`src/rtl/mult_div_unit.sv`:
```
// Iterative 32-bit multiply/divide unit with HI/LO result registers.
// Define MULT_DIV_UNIT_DIV_EN to build the restoring divider (ops DIV/DIVU).
module mult_div_unit (
    input  logic        clock,
    input  logic        reset,
    input  logic        start,
    input  logic [1:0]  op,
    input  logic [31:0] a,
    input  logic [31:0] b,
    input  logic        hi_we,
    input  logic        lo_we,
    input  logic [31:0] wdata,
    output logic        busy,
    output logic        done,
    output logic [31:0] hi,
    output logic [31:0] lo
);

`ifdef MULT_DIV_UNIT_DIV_EN
    localparam bit DIV_EN = 1'b1;
`else
    localparam bit DIV_EN = 1'b0;
`endif

    typedef enum logic [1:0] {IDLE = 2'd0, RUN = 2'd1, FIN = 2'd2} state_t;

    state_t      state, next_state;
    logic [4:0]  count;
    logic        a_neg, b_neg;
    logic [31:0] b_r, acc, shreg;
    logic        launch, last_step;
    logic [31:0] a_mag_in, b_mag;
    logic [31:0] step_acc, step_shreg, res_hi, res_lo;
    logic [32:0] mul_sum;
    logic [63:0] prod, prod_res;

`ifdef MULT_DIV_UNIT_DIV_EN
    logic        div_op;
    logic [31:0] a_r;
    logic [32:0] rem_shift;
    logic        rem_ge;
    logic [31:0] rem_sub;
`endif

    assign busy      = (state == RUN);
    assign done      = (state == FIN);
    assign launch    = start && (state != RUN);
    assign last_step = (state == RUN) && (count == 5'd0);
    assign a_mag_in  = (!op[0] && a[31]) ? -a : a;
    assign b_mag     = b_neg ? -b_r : b_r;

    // Without the divider, divide requests complete immediately and leave HI/LO alone.
    always_comb begin
        next_state = state;
        unique case (state)
            IDLE, FIN: begin
                if (start)
                    next_state = (op[1] && !DIV_EN) ? FIN : RUN;
                else
                    next_state = IDLE;
            end
            RUN:     if (count == 5'd0) next_state = FIN;
            default: next_state = IDLE;
        endcase
    end

    // One iteration step on magnitudes; signs are applied only to the final result.
    always_comb begin
        mul_sum    = {1'b0, acc} + (shreg[0] ? {1'b0, b_mag} : 33'd0);
        step_acc   = mul_sum[32:1];
        step_shreg = {mul_sum[0], shreg[31:1]};
        prod       = {step_acc, step_shreg};
        prod_res   = (a_neg ^ b_neg) ? -prod : prod;
        res_hi     = prod_res[63:32];
        res_lo     = prod_res[31:0];
`ifdef MULT_DIV_UNIT_DIV_EN
        rem_shift  = {acc, shreg[31]};
        rem_ge     = (rem_shift >= {1'b0, b_mag});
        rem_sub    = rem_shift[31:0] - b_mag;
        if (div_op) begin
            step_acc   = rem_ge ? rem_sub : rem_shift[31:0];
            step_shreg = {shreg[30:0], rem_ge};
            if (b_r == 32'd0) begin
                res_hi = a_r;
                res_lo = 32'hFFFF_FFFF;
            end else begin
                res_hi = a_neg ? -step_acc : step_acc;
                res_lo = (a_neg ^ b_neg) ? -step_shreg : step_shreg;
            end
        end
`endif
    end

    always_ff @(posedge clock or posedge reset) begin
        if (reset)
            state <= IDLE;
        else
            state <= next_state;
    end

    always_ff @(posedge clock or posedge reset) begin
        if (reset) begin
            count <= 5'd0;
            a_neg <= 1'b0;
            b_neg <= 1'b0;
            b_r   <= 32'd0;
            acc   <= 32'd0;
            shreg <= 32'd0;
`ifdef MULT_DIV_UNIT_DIV_EN
            div_op <= 1'b0;
            a_r    <= 32'd0;
`endif
        end else if (launch) begin
            count <= 5'd31;
            a_neg <= !op[0] && a[31];
            b_neg <= !op[0] && b[31];
            b_r   <= b;
            acc   <= 32'd0;
            shreg <= a_mag_in;
`ifdef MULT_DIV_UNIT_DIV_EN
            div_op <= op[1];
            a_r    <= a;
`endif
        end else if (state == RUN) begin
            count <= count - 5'd1;
            acc   <= step_acc;
            shreg <= step_shreg;
        end
    end

    // Moves are locked out only while iterating, so a move alongside start still lands.
    always_ff @(posedge clock or posedge reset) begin
        if (reset) begin
            hi <= 32'd0;
            lo <= 32'd0;
        end else if (last_step) begin
            hi <= res_hi;
            lo <= res_lo;
        end else if (state != RUN) begin
            if (hi_we) hi <= wdata;
            if (lo_we) lo <= wdata;
        end
    end

endmodule

```
`config.mk`:
```
export PLATFORM = sky130hd
export DESIGN_NAME = mult_div_unit
export DESIGN_NICKNAME = d
export VERILOG_FILES = /design/src/rtl/mult_div_unit.sv
export SDC_FILE = /design/constraint.sdc
export NUM_CORES = 1
export LEC_CHECK = 0
export CAP_MARGIN = 20
export CORE_ASPECT_RATIO = 1.2
export CORE_MARGIN = 1
export CORE_UTILIZATION = 50
export CTS_CLUSTER_DIAMETER = 40
export CTS_CLUSTER_SIZE = 25
export DETAILED_ROUTE_END_ITERATION = 10
export PLACE_DENSITY = 0.7
export SKIP_LAST_GASP = 1
export SYNTH_ARGS = -nofsm -noshare
export SYNTH_HDL_FRONTEND = slang
export SYNTH_SLANG_ARGS = --single-unit
```
`constraint.sdc`:
```
create_clock -name clock -period 6.2 [get_ports clock]
set_input_delay 0.62 -clock clock [delete_from_list [all_inputs] [get_ports clock]]
set_output_delay 0.62 -clock clock [all_outputs]
set_load 0.005 [all_outputs]
```
==> flow_metrics.py <==
metrics = {
    "worst_setup_path": {
        "cp.required_ns": 6.53,
        "regToRegEndpoint": "hi[30]",
        "crit_end": "hi[30]",
        "reg2reg_from": "b_r[3]",
        "cp-start-kind": "flop",
        "regToRegSetupSlack_ns": 0.66,
        "worstSetupPathType": "reg2reg",
        "worstPathMaxFanout": 9,
        "crit_arrival_ns": 5.87,
        "crit_path_end_kind": "flop",
        "setup.worst_path.start": "b_r[3]",
        "r2r_cells": 20,
    },
    "clock_network": {
        "clkLatencyLatePin_ns": 0.44,
        "path_clk_slew_ns": 0.06,
        "holdBufCountCts": 0,
        "h-tree-depth": 4,
        "clk_path_buf_depth": 2,
        "cts_tree": "done",
        "cts_made_buffers": 17,
        "cts_sinks": 169,
        "post_cts_buffers": 0,
        "cts-root-buf": "clkbuf_16",
        "cts-resized-gates": 0,
    },
    "synth": {
        "synth-simple-area-share": 0.2097,
        "synth_xor_xnor_area_share": 0.08981,
        "synthArstFlopShare": 1.000,
        "yosys-top-cells-area": "dfrtp_1 (35%), o21ai_0 (7.9%), nand2_1 (6.2%)",
        "synth.avg_cell_area_um2": 8.355,
        "synth.mux.area_fraction": 0.06199,
        "synthCells": 1459,
        "yosysTopAreaCellShare": 0.3469,
        "synth_top_family_by_area": "compound AO/OA/AOI/OAI gates",
        "synth_edf_count": 0,
        "synth_nets": 1600,
        "ys.flop_type": "dfrtp_1",
        "synth_compound_area_frac": 0.2185,
        "yosys_warnings": 0,
        "synth.distinct_cells": 70,
        "ys_seq_elements": 169,
        "synth_top_area_cell": "dfrtp_1",
        "yosysSeqAreaShare": 0.3469,
        "synthAdderAreaFrac": 0.03962,
        "syn_area_um2": 12190,
    },
    "min_path": {
        "hold_class": "reg2reg",
    },
    "sta": {
        "setup_viol": 0,
        "slew_headroom": 0.3550,
        "rsz0062_at_grt": "no",
        "hold_viol_final": 0,
        "min_period_over_period": 0.8940,
        "max_freq_mhz": 180.4,
        "slew_violations": 0,
        "finalSetupTns_ns": 0,
        "worst_pin_slew_ns": 0.9651,
        "fin_worst_skew_ns": 0.01186,
        "min_period_ns": 5.543,
    },
    "die": {
        "start_util": 0.5086,
        "coreArea_um2": 23970,
        "die_area_um2": 25010,
        "rows": 62,
        "die_h_um": 173.0,
        "die-width_um": 144.5,
        "io_pins": 169,
    },
    "grt": {
        "grt_pass1_wl_um": 56750,
        "grt_max_degree": 76,
        "grt.overflow.total": 0,
        "grt_use_total": 0.2932,
        "grt_pass1_vias": 10600,
        "antenna_found_initial": 0,
    },
    "route": {
        "dr_total_vias": 11170,
        "drc": 0,
        "dr.pass1.iters": 5,
        "routedWlPerCell_um": 18.67,
        "drtIter0Drc": 813,
        "totalWireLength_um": 35660,
        "viasPerCell": 5.847,
        "drtAntennaViolNets": 0,
    },
    "placement": {
        "numPlacedInstances": 1878,
        "portBuffers": 168,
        "hpwl_um": 26980,
        "gp_congestion": 0.9620,
    },
    "layout": {
        "antenna_cells": 0,
        "final_cell_mix": "nand2_1 (200), o21ai_0 (192), dfrtp_1 (169)",
        "final_common_cell": "nand2_1",
        "nNetsFinal": 1719,
        "drive_gt1_frac": 0.07044,
        "final_cells": 1910,
        "area_growth_pct": 20.33,
    },
    "status": {
        "status": "complete, no violations",
    },
    "pwr": {
        "vdd_ir_drop_max_uv": 248.0,
        "power.density_nw_per_um2": 535.5,
        "p_leak_uw": 0.006025,
    },
    "job": {
        "cap_viol_max_count": 0,
    },
}
## metrics by stage
stage / power [uW] / area (um2) / setup slack [ns] / hold WS [ns] / util
6_report: 7855 / 14670 / 0.6570 / 0.4795 / 0.6120
5_1_grt: 8490 / 14670 / 0.1313 / 0.5059 / 0.6120
4_1_cts: 7859 / 14660 / 0.6082 / 0.4889 / 0.6117
3_5_place_dp: 6765 / 14090 / 0.6368 / 0.4744 / 0.5880
3_3_place_gp: 6693 / 14090 / 0.7638 / 0.4620 / 0.5880
2_1_floorplan: 5248 / 12190 / 1.005 / 0.4624 / -
## how the worst min path moves through the flow
stage	cells past startpoint	from	end	slack (ns)
6_report	2	lo[29]	lo[29]	0.48
5_1_grt	2	lo[24]	lo[24]	0.51
4_1_cts	2	lo[24]	lo[24]	0.49
3_5_place_dp	2	lo[17]	lo[17]	0.47
3_3_place_gp	2	lo[24]	lo[24]	0.46
2_1_floorplan	1	count[0]	count[0]	0.46
## cells in the mapped netlist, types with 21 or more instances
cell	instances
xnor2_1	77
nand2_1	200
nand3_1	24
o31ai_1	24
mux2_2	36
nor2_1	70
o21ai_0	192
nand3b_1	33
inv_1	21
nor3_1	27
mux2i_1	35
and2_1	34
xor2_1	48
dfrtp_1	169
clkbuf_1	75
and3_1	26
or3_1	22
a21oi_1	108
ha_1	37
## report_power, final
group / internal, uW / total (uW) / switching (uW)
combinational: 2040 / 4620 / 2590
clock: 604 / 1070 / 462
sequential: 1630 / 2160 / 539
total: 4270 / 7850 / 3590
## sequential cells by signal, indices dropped and copies added, names as in the netlist
register	flops
a_neg	1
count	5
lo	32
hi	32
shreg	32
state	2
b_neg	1
b_r	32
acc	32
## kinds of logic after synthesis
kind of cell / count (synthesis)
DFF: 169
xor gates and xnor gates: 125
and+or+nand+nor: 505
adders and majority gates: 38
AOI/OAI and AO/OA: 443
buffers and inverters: 108
muxes: 71
## per-layer routing
metal	up-vias	GRT usage	part of all wire
li1	5483	-	-
met4	0	0.08596	0.022
met3	45	0.04237	0.049
met5	-	0	0
met2	331	0.4972	0.49
met1	5309	0.3833	0.44
## final cells by class
class,instances,area [um2]
Clock buffer,21,450.4
Multi-Input combinational cell,1182,7569
Timing Repair Buffer,187,1819
Tap cell,320,400.4
Clock inverter,10,117.6
Inverter,21,83.83
Sequential cell,169,4229
Fill cell,2210,9301
## worst max-delay path, cell delays in order, from the launching register on
cell and delay [ns]:
dfrtp_1 0.42, or3_1 0.41, nor4_1 0.29, nand2b_1 0.12
nor2_1 0.21, nand3_1 0.19, or3_1 0.44, o41ai_1 0.35
xnor2_1 0.09, and2_1 0.16, ha_1 0.38, a21oi_1 0.21
o21ai_0 0.20, or2_2 0.34, a41oi_1 0.21, a21oi_1 0.08
xnor2_1 0.28, nor4bb_1 0.51, a41oi_1 0.20, xnor2_1 0.17
o21a_1 0.17
(Power assumes the default switching activity.)
